===== config.mk =====
export PLATFORM = sky130hd
export DESIGN_NAME = pc_fetch_ctrl_flat
export DESIGN_NICKNAME = d
export VERILOG_FILES = /design/src/rtl/pc_fetch_ctrl_if.sv /design/src/rtl/pc_fetch_ctrl.sv /design/src/flat_wrapper.sv
export SDC_FILE = /design/constraint.sdc
export NUM_CORES = 1
export LEC_CHECK = 0
export ABC_CLOCK_PERIOD_IN_PS = 2900
export CAP_MARGIN = 20
export CORE_MARGIN = 1
export CORE_UTILIZATION = 30
export DETAILED_ROUTE_END_ITERATION = 7
export MAX_ROUTING_LAYER = met4
export PLACE_DENSITY = 0.6
export SYNTH_ARGS = -nofsm -noshare
export SYNTH_HDL_FRONTEND = slang
export SYNTH_SLANG_ARGS = --single-unit

===== constraint.sdc =====
create_clock -name clk -period 2.9 [get_ports clk]
set_input_delay 0.435 -clock clk [delete_from_list [all_inputs] [get_ports clk]]
set_output_delay 0.435 -clock clk [all_outputs]
set_load 0.05 [all_outputs]

===== src/rtl/pc_fetch_ctrl_if.sv =====
// Fetch-stage bus: PC/incrementer loop, instruction memory, hazard/redirect inputs, IF/ID outputs.
// misalign_err exists only when MISALIGN_TRAP_EN is defined.
interface pc_fetch_ctrl_if #(
    parameter int SIZE = 32
);
    logic [SIZE-1:0] PC;
    logic [SIZE-1:0] PC_plus4;
    logic            imem_req;
    logic            imem_ready;
    logic [31:0]     imem_instr;
    logic            stall;
    logic            branch_taken;
    logic [SIZE-1:0] branch_target;
    logic            jump;
    logic [SIZE-1:0] jump_target;
    logic            ifid_valid;
    logic [31:0]     ifid_instr;
    logic [SIZE-1:0] ifid_pc4;
`ifdef MISALIGN_TRAP_EN
    logic            misalign_err;
`endif

    modport master (
`ifdef MISALIGN_TRAP_EN
        output misalign_err,
`endif
        output PC, imem_req, ifid_valid, ifid_instr, ifid_pc4,
        input  PC_plus4, imem_ready, imem_instr, stall,
               branch_taken, branch_target, jump, jump_target
    );

    modport slave (
`ifdef MISALIGN_TRAP_EN
        input  misalign_err,
`endif
        input  PC, imem_req, ifid_valid, ifid_instr, ifid_pc4,
        output PC_plus4, imem_ready, imem_instr, stall,
               branch_taken, branch_target, jump, jump_target
    );
endinterface


===== src/rtl/pc_fetch_ctrl.sv =====
// Fetch sequencer: owns PC, issues imem requests, loads IF/ID, parks a stalled fetch in a skid buffer.
// Optional MISALIGN_TRAP_EN adds a sticky misalign_err flag for unaligned redirect targets.
module pc_fetch_ctrl #(
    parameter int              SIZE     = 32,
    parameter logic [SIZE-1:0] RESET_PC = '0
) (
    input  logic                 clk,
    input  logic                 rst_n,
    pc_fetch_ctrl_if.master      bus
);
    typedef enum logic [1:0] {START, FETCH, HOLD} state_t;

    state_t          state, state_nxt;
    logic [SIZE-1:0] pc, pc_nxt;
    logic            v, v_nxt;
    logic [31:0]     instr, instr_nxt;
    logic [SIZE-1:0] pc4, pc4_nxt;
    logic [31:0]     sk_instr, sk_instr_nxt;
    logic [SIZE-1:0] sk_pc4, sk_pc4_nxt;
    logic            req;
    logic            redirect;
    logic [SIZE-1:0] target;

    assign redirect = (state != START) && (bus.jump || bus.branch_taken);
    assign target   = bus.jump ? bus.jump_target : bus.branch_target;

    always_ff @(posedge clk or negedge rst_n) begin
        if (!rst_n) begin
            state    <= START;
            pc       <= RESET_PC;
            v        <= 1'b0;
            instr    <= '0;
            pc4      <= '0;
            sk_instr <= '0;
            sk_pc4   <= '0;
        end else begin
            state    <= state_nxt;
            pc       <= pc_nxt;
            v        <= v_nxt;
            instr    <= instr_nxt;
            pc4      <= pc4_nxt;
            sk_instr <= sk_instr_nxt;
            sk_pc4   <= sk_pc4_nxt;
        end
    end

    always_comb begin
        state_nxt    = state;
        pc_nxt       = pc;
        v_nxt        = v;
        instr_nxt    = instr;
        pc4_nxt      = pc4;
        sk_instr_nxt = sk_instr;
        sk_pc4_nxt   = sk_pc4;
        req          = 1'b0;
        case (state)
            START: state_nxt = FETCH;
            FETCH: begin
                req = 1'b1;
                if (!bus.imem_ready) begin
                    // A stalled IF/ID keeps its valid bit; otherwise the bubble shows through.
                    if (!bus.stall) v_nxt = 1'b0;
                end else if (!bus.stall) begin
                    v_nxt     = 1'b1;
                    instr_nxt = bus.imem_instr;
                    pc4_nxt   = bus.PC_plus4;
                    pc_nxt    = bus.PC_plus4;
                end else begin
                    sk_instr_nxt = bus.imem_instr;
                    sk_pc4_nxt   = bus.PC_plus4;
                    state_nxt    = HOLD;
                end
            end
            HOLD: begin
                if (!bus.stall) begin
                    v_nxt        = 1'b1;
                    instr_nxt    = sk_instr;
                    pc4_nxt      = sk_pc4;
                    pc_nxt       = bus.PC_plus4;
                    sk_instr_nxt = '0;
                    sk_pc4_nxt   = '0;
                    state_nxt    = FETCH;
                end
            end
            default: state_nxt = START;
        endcase
        // Redirect flushes everything and wins over stall and any same-cycle fetch.
        if (redirect) begin
            pc_nxt       = {target[SIZE-1:2], 2'b00};
            v_nxt        = 1'b0;
            sk_instr_nxt = '0;
            sk_pc4_nxt   = '0;
            state_nxt    = FETCH;
        end
    end

`ifdef MISALIGN_TRAP_EN
    logic err;
    always_ff @(posedge clk or negedge rst_n) begin
        if (!rst_n)                             err <= 1'b0;
        else if (redirect && (|target[1:0]))    err <= 1'b1;
    end
    assign bus.misalign_err = err;
`endif

    assign bus.PC         = pc;
    assign bus.imem_req   = req;
    assign bus.ifid_valid = v;
    assign bus.ifid_instr = instr;
    assign bus.ifid_pc4   = pc4;
endmodule


===== src/flat_wrapper.sv =====
// flat-port wrapper written by rule: the top's interface ports become plain ports
module pc_fetch_ctrl_flat 
#(
    parameter int              SIZE     = 32,
    parameter logic [SIZE-1:0] RESET_PC = '0
)
  (clk, rst_n, bus_PC, bus_imem_req, bus_ifid_valid, bus_ifid_instr, bus_ifid_pc4, bus_PC_plus4, bus_imem_ready, bus_imem_instr, bus_stall, bus_branch_taken, bus_branch_target, bus_jump, bus_jump_target);
  pc_fetch_ctrl_if #(.SIZE(SIZE)) bus_i ();
  input  logic clk;
  input  logic rst_n;
  output wire logic [$bits(bus_i.PC)-1:0] bus_PC;
  output wire logic [$bits(bus_i.imem_req)-1:0] bus_imem_req;
  output wire logic [$bits(bus_i.ifid_valid)-1:0] bus_ifid_valid;
  output wire logic [$bits(bus_i.ifid_instr)-1:0] bus_ifid_instr;
  output wire logic [$bits(bus_i.ifid_pc4)-1:0] bus_ifid_pc4;
  input wire logic [$bits(bus_i.PC_plus4)-1:0] bus_PC_plus4;
  input wire logic [$bits(bus_i.imem_ready)-1:0] bus_imem_ready;
  input wire logic [$bits(bus_i.imem_instr)-1:0] bus_imem_instr;
  input wire logic [$bits(bus_i.stall)-1:0] bus_stall;
  input wire logic [$bits(bus_i.branch_taken)-1:0] bus_branch_taken;
  input wire logic [$bits(bus_i.branch_target)-1:0] bus_branch_target;
  input wire logic [$bits(bus_i.jump)-1:0] bus_jump;
  input wire logic [$bits(bus_i.jump_target)-1:0] bus_jump_target;
  assign bus_PC = bus_i.PC;
  assign bus_imem_req = bus_i.imem_req;
  assign bus_ifid_valid = bus_i.ifid_valid;
  assign bus_ifid_instr = bus_i.ifid_instr;
  assign bus_ifid_pc4 = bus_i.ifid_pc4;
  assign bus_i.PC_plus4 = bus_PC_plus4;
  assign bus_i.imem_ready = bus_imem_ready;
  assign bus_i.imem_instr = bus_imem_instr;
  assign bus_i.stall = bus_stall;
  assign bus_i.branch_taken = bus_branch_taken;
  assign bus_i.branch_target = bus_branch_target;
  assign bus_i.jump = bus_jump;
  assign bus_i.jump_target = bus_jump_target;
  pc_fetch_ctrl #(.SIZE(SIZE), .RESET_PC(RESET_PC)) u_core (.clk(clk), .rst_n(rst_n), .bus(bus_i));
endmodule

======== Word level (Yosys, flattened, before mapping) ========
Cells that the tools add are included.
storage, ports and cells
  register bits after elaboration ......... 163
  latch bits .............................. 0
  memory bits (writable) .................. 0
  memory bits (read-only) ................. 0
  output and inout port bits .............. 98
  word-level logic and storage cells ...... 60
  memories kept ........................... 0
operators by class
  add/sub/neg operators ................... 0
  multipliers ............................. 0
  divide/modulo/power cells ............... 0
  $lt $le $gt $ge ......................... 0
  eq/ne operators ......................... 9
  shift-type cells ........................ 0
  muxes and demuxes ....................... 33
  bitwise gates (word level) .............. 0
  reductions and logical operators ........ 11
operators by type and width
  operator            count
  $mux 32             17
  $pmux 32 s2         5
  $ne 3x2->1 const B  3
  $mux 2              4
  $reduce_and 4->1    2
  $ne 2x2->1 const B  3
  $pmux 2 s3          1
  $mux 1              5
  $ne 4x3->1 const B  1
  $reduce_and 2->1    2
  $reduce_bool 2->1   2
  $reduce_and 3->1    1
  $reduce_bool 3->1   1
  $eq 2x1->1 const B  1
  $eq 2x2->1 const B  1
  $logic_not 2->1     1
  $pmux 1 s2          1
  $logic_and 1x1->1   1
  $logic_or 1x1->1    1

======== Longest topological paths before layout ========
  depth after elaboration ................. 4
  gate-level depth with buffers ........... 8

======== Worst setup path after synthesis ========
Ideal clock, no wire load.
  path type ............................... register to register
  from .................................... register u_core.state[1]
  to ...................................... register u_core.sk_instr[13]
  arrival ................................. 1.799 ns
  required time ........................... 2.822 ns
  slack ................................... 1.023 ns
  stages on the path, launching flop included .. 8
  buffers on the path ..................... 2
  cells stage by stage .................... dfrtp_1 -> inv_1 -> ha_1 -> a21boi_1 -> buf_2 -> clkbuf_2 -> o21ai_0 -> a21oi_1
on the way
  longest elaborated chain between the ends .. 4
ends and longest elaborated chain
  element                                                           line                 source
  start: declaration                                                pc_fetch_ctrl.sv:13  state_t state, state_nxt;
  start signal: assignment                                          pc_fetch_ctrl.sv:37  state <= state_nxt;
  $reduce_bool 2->1                                                 pc_fetch_ctrl.sv:24  assign redirect = (state != START) && (bus.jump || bus.branch_taken);
  $logic_and 1x1->1                                                 pc_fetch_ctrl.sv:24
  $ne 3x2->1 (no source line) or $reduce_bool 3->1 (tied branches)  --
  $reduce_and 4->1 (no source line)                                 --
  end signal: assignment                                            pc_fetch_ctrl.sv:42  sk_instr <= sk_instr_nxt;
  end: declaration                                                  pc_fetch_ctrl.sv:18  logic [31:0] sk_instr, sk_instr_nxt;
Several ways; a longest one is shown, not always the timed one.
A chain may end at the register's enable or synchronous reset.

======== Worst setup path in the final report ========
  from .................................... register u_core.state[1]
  to ...................................... output bus_imem_req
on the way
  longest elaborated chain between the ends .. 2
ends and longest elaborated chain
  element           line                 source
  $eq 2x1->1        pc_fetch_ctrl.sv:56  case (state)
  $mux 1            pc_fetch_ctrl.sv:56
  end: declaration  flat_wrapper.sv:12   output wire logic [$bits(bus_i.imem_req)-1:0] bus_imem_req;
Every way passes these cells.

==> impl_results.md <==
- Footprint of the multi-input gates: about 3500 um2
- Crit start category: register
- PortBufs: around 230
- DRC: 0
- Share of synthesized registers carrying an async set or reset: 100%
- Worst slew pin tran: around 770 ps
- Clock skew: between 10 and 15 ps
- CP top delay family: buffers and inverters
- Core ar.: 26900 um2
- Crit. End Element: output pin
- Worst path required time: ~2500 ps
- Mapped Nets: 1018
- Internal: about 0.0065 W
- Crit path max fanout: 8
- Most frequent cells in the layout: clkdlybuf4s50_1 (225), dfrtp_1 (163), a21oi_1 (132)
- DRT iter0 DRCs: between 500 and 600
- Initial core utilization: 30.5%
- Post-DP HPWL: ~17000 um
- Final Hold Fails: 0
- Max clock buf depth: 2
- R2R Setup Slk: roughly 780 ps
- Setup Fix Bufs, Post-CTS: 0
- Global route total overflow: 0
- Largest net degree at the start of global routing: 65
- Psw: 0.00559 W
- Layout area overhead: 40.1%
- Sequential share of power: ~28%
- Initial antenna violation count: 1
- DR WL/cell: around 18 um
- Period utilisation layout: approximately 90%
- Mapped cell area: ~8000 um2
- Die span in y: between 150 and 200 um
- Storage cell area: between 4000 and 5000 um2
- Max cap viols: 0
- Pwr per Cell Area: approximately 1100 nW/um2
- Critical path, cell by cell: inv_1 > ha_1 > clkdlybuf4s50_1
- WL final: 25800 um
- CP max-delay cell: clkdlybuf4s50_1
- Fill cell count: ~2700
- Detailed Routing Iterations Pass 1: 5
- Commonest non-fill, non-tap cell in the layout: clkdlybuf4s50_1
- CP peak stage delay: slightly above 900 ps
- GRT Overall Usage: about a fifth
- Row cnt: 60
- First-pass GRT wire length: around 40000 um
- VDD IR max: a little over 0.4 mV
- Lkg Pwr: a little under 5 nW
- Status: finished, final reports clean
- Vias per cell: ~5.1
- CTS Root Cell: clkbuf_16
- Syn Inst Count: 881
- Clock sinks: ~160
- Synth unique cells: 28
- Routability cong.: between 0.8 and 0.9
- Reg clk slew, reported paths: around 60 ps
- TritonCTS Buffers: 17
- Synth Area per Inst: 9.31 um2
- Worst Path Class, Setup: register to output pin
- WP data arrival: roughly 2200 ps
- Hold/Removal Path Class: input port to asynchronous set/reset pin
- Worst reg2reg path startpoint: u_core.state[0]
- CTS tree: built
- H-tree depth: 4
- Via count: 7231
- Max-slew violations: 0
- Vias in the first global route: around 7200
- Sw frac: a little under half
- EDFF count, synth: 0
- Max Clock Freq: approximately 380 MHz
- Final nets: ~1200
- Clock Power Share: approximately 20%
- Die area: roughly 28000 um2
- Setup_tns: 0 ps
- RR Endpoint: u_core.state[1]
- Synthesis-stage register bit count: roughly 160
- Total power: 0.0121 W
- Register area share after synthesis: about 50%
- Post-CTS Resized: 0
- Buf/Inv on CP: 2
- RSZ-0062 raised after global routing: no
- Hold-fix buffers, CTS: 0
- Crit path depth: 3
- Ys Warns: 0
- Layout cell share with drive strength beyond 1: a little under 7%
- IO Count: between 200 and 250
- Relative slew slack: 48.7%
- Finish-stage setup viols: 0
- Part of the power in combinational logic: 51.7%
- Chip width: 167 um
- Worst R2R Path Depth: 6
- Antenna-violating nets left: 0
- Predominant post-synthesis flop cell: dfrtp_1
- Worst skew pair latency: ~430 ps
- Final Critical Period: ~2600 ps
## state kept, by name, indices dropped and copies added (netlist names)
register and count:
u_core.bus.PC 32, u_core.bus.ifid_instr 32, u_core.bus.ifid_pc4 32, u_core.bus.ifid_valid 1, u_core.sk_instr 32, u_core.sk_pc4 32
u_core.state 2
## worst reg2reg max path: stages (launching register included)
cell and delay (ps):
dfrtp_1 410, inv_1 140, ha_4 450, buf_4 550
nand4b_1 210, o21ai_0 90, and2_1 160
## synth_stat cells (7+ instances only)
| library cell | number | area (um2) |
|---|---|---|
| buf_2 | 27 | 135 |
| inv_1 | 67 | 251 |
| clkbuf_1 | 37 | 139 |
| dfrtp_1 | 163 | 4080 |
| mux2i_1 | 64 | 641 |
| o21ai_0 | 99 | 495 |
| a31oi_1 | 30 | 188 |
| buf_6 | 7 | 78.8 |
| a21oi_1 | 132 | 661 |
| nand3_1 | 96 | 480 |
| a211oi_1 | 30 | 225 |
| nor2b_1 | 97 | 607 |
## final cells by class
cell class	count	area share, %
Tap cell	341	3.71
Antenna cell	2	0.0436
Clock inverter	12	1.48
Multi-Input combinational cell	567	30.6
Inverter	67	2.19
Timing Repair Buffer	256	22.5
Clock buffer	19	3.94
Sequential cell	163	35.5
## per-layer routing
metal / up-vias / GRT usage, % / part of all wire, %
met5: - / - / 0
met4: 0 / 5.15 / 1.2
met3: 15 / 3.90 / 6.0
met2: 257 / 30.1 / 47
met1: 3515 / 25.6 / 46
li1: 3444 / - / -
## worst max path at each step
stage | start | end | slack (ps)
floorplan | u_core.state[1] | u_core.sk_instr[13] | 1020
global placement | bus_stall | u_core.bus.PC[2] | 560
detailed placement | bus_stall | u_core.bus.PC[13] | 530
CTS | u_core.state[1] | bus_imem_req | 280
global route | u_core.state[1] | bus_imem_req | 230
finish | u_core.state[1] | bus_imem_req | 290
## power by group through the flow
| stage | clock (W) | combinational, W | sequential (W) |
|---|---|---|---|
| finish | 0.00242 | 0.00627 | 0.00344 |
| global route | 0.00259 | 0.00666 | 0.00354 |
| CTS | 0.00250 | 0.00633 | 0.00345 |
| detailed placement | 0 | 0.00632 | 0.00347 |
| global placement | 0 | 0.00628 | 0.00346 |
| floorplan | 0 | 0.00197 | 0.00553 |
## per-stage QoR
stage | utilization, % | std cells | hold WS (ps) | setup WS [ps] | instance area (um2)
2_1_floorplan | - | 881 | 139 | 1020 | 8200
3_3_place_gp | 40.4 | 1394 | 486 | 559 | 10900
5_1_grt | 42.7 | 1426 | 54.0 | 225 | 11500
4_1_cts | 42.7 | 1425 | 28.7 | 282 | 11500
6_report | 42.7 | 1427 | 16.1 | 290 | 11500
3_5_place_dp | 40.4 | 1394 | 490 | 529 | 10900
## cells by family after synthesis
logic type,share of synthesized area (%)
and+or+nand+nor,13.8
AOI/OAI and AO/OA,19.9
adders and majority gates,0.458
buffers and inverters,8.30
muxes,7.81
DFF,49.7
Note: power is estimated with default switching activity, not from simulation.
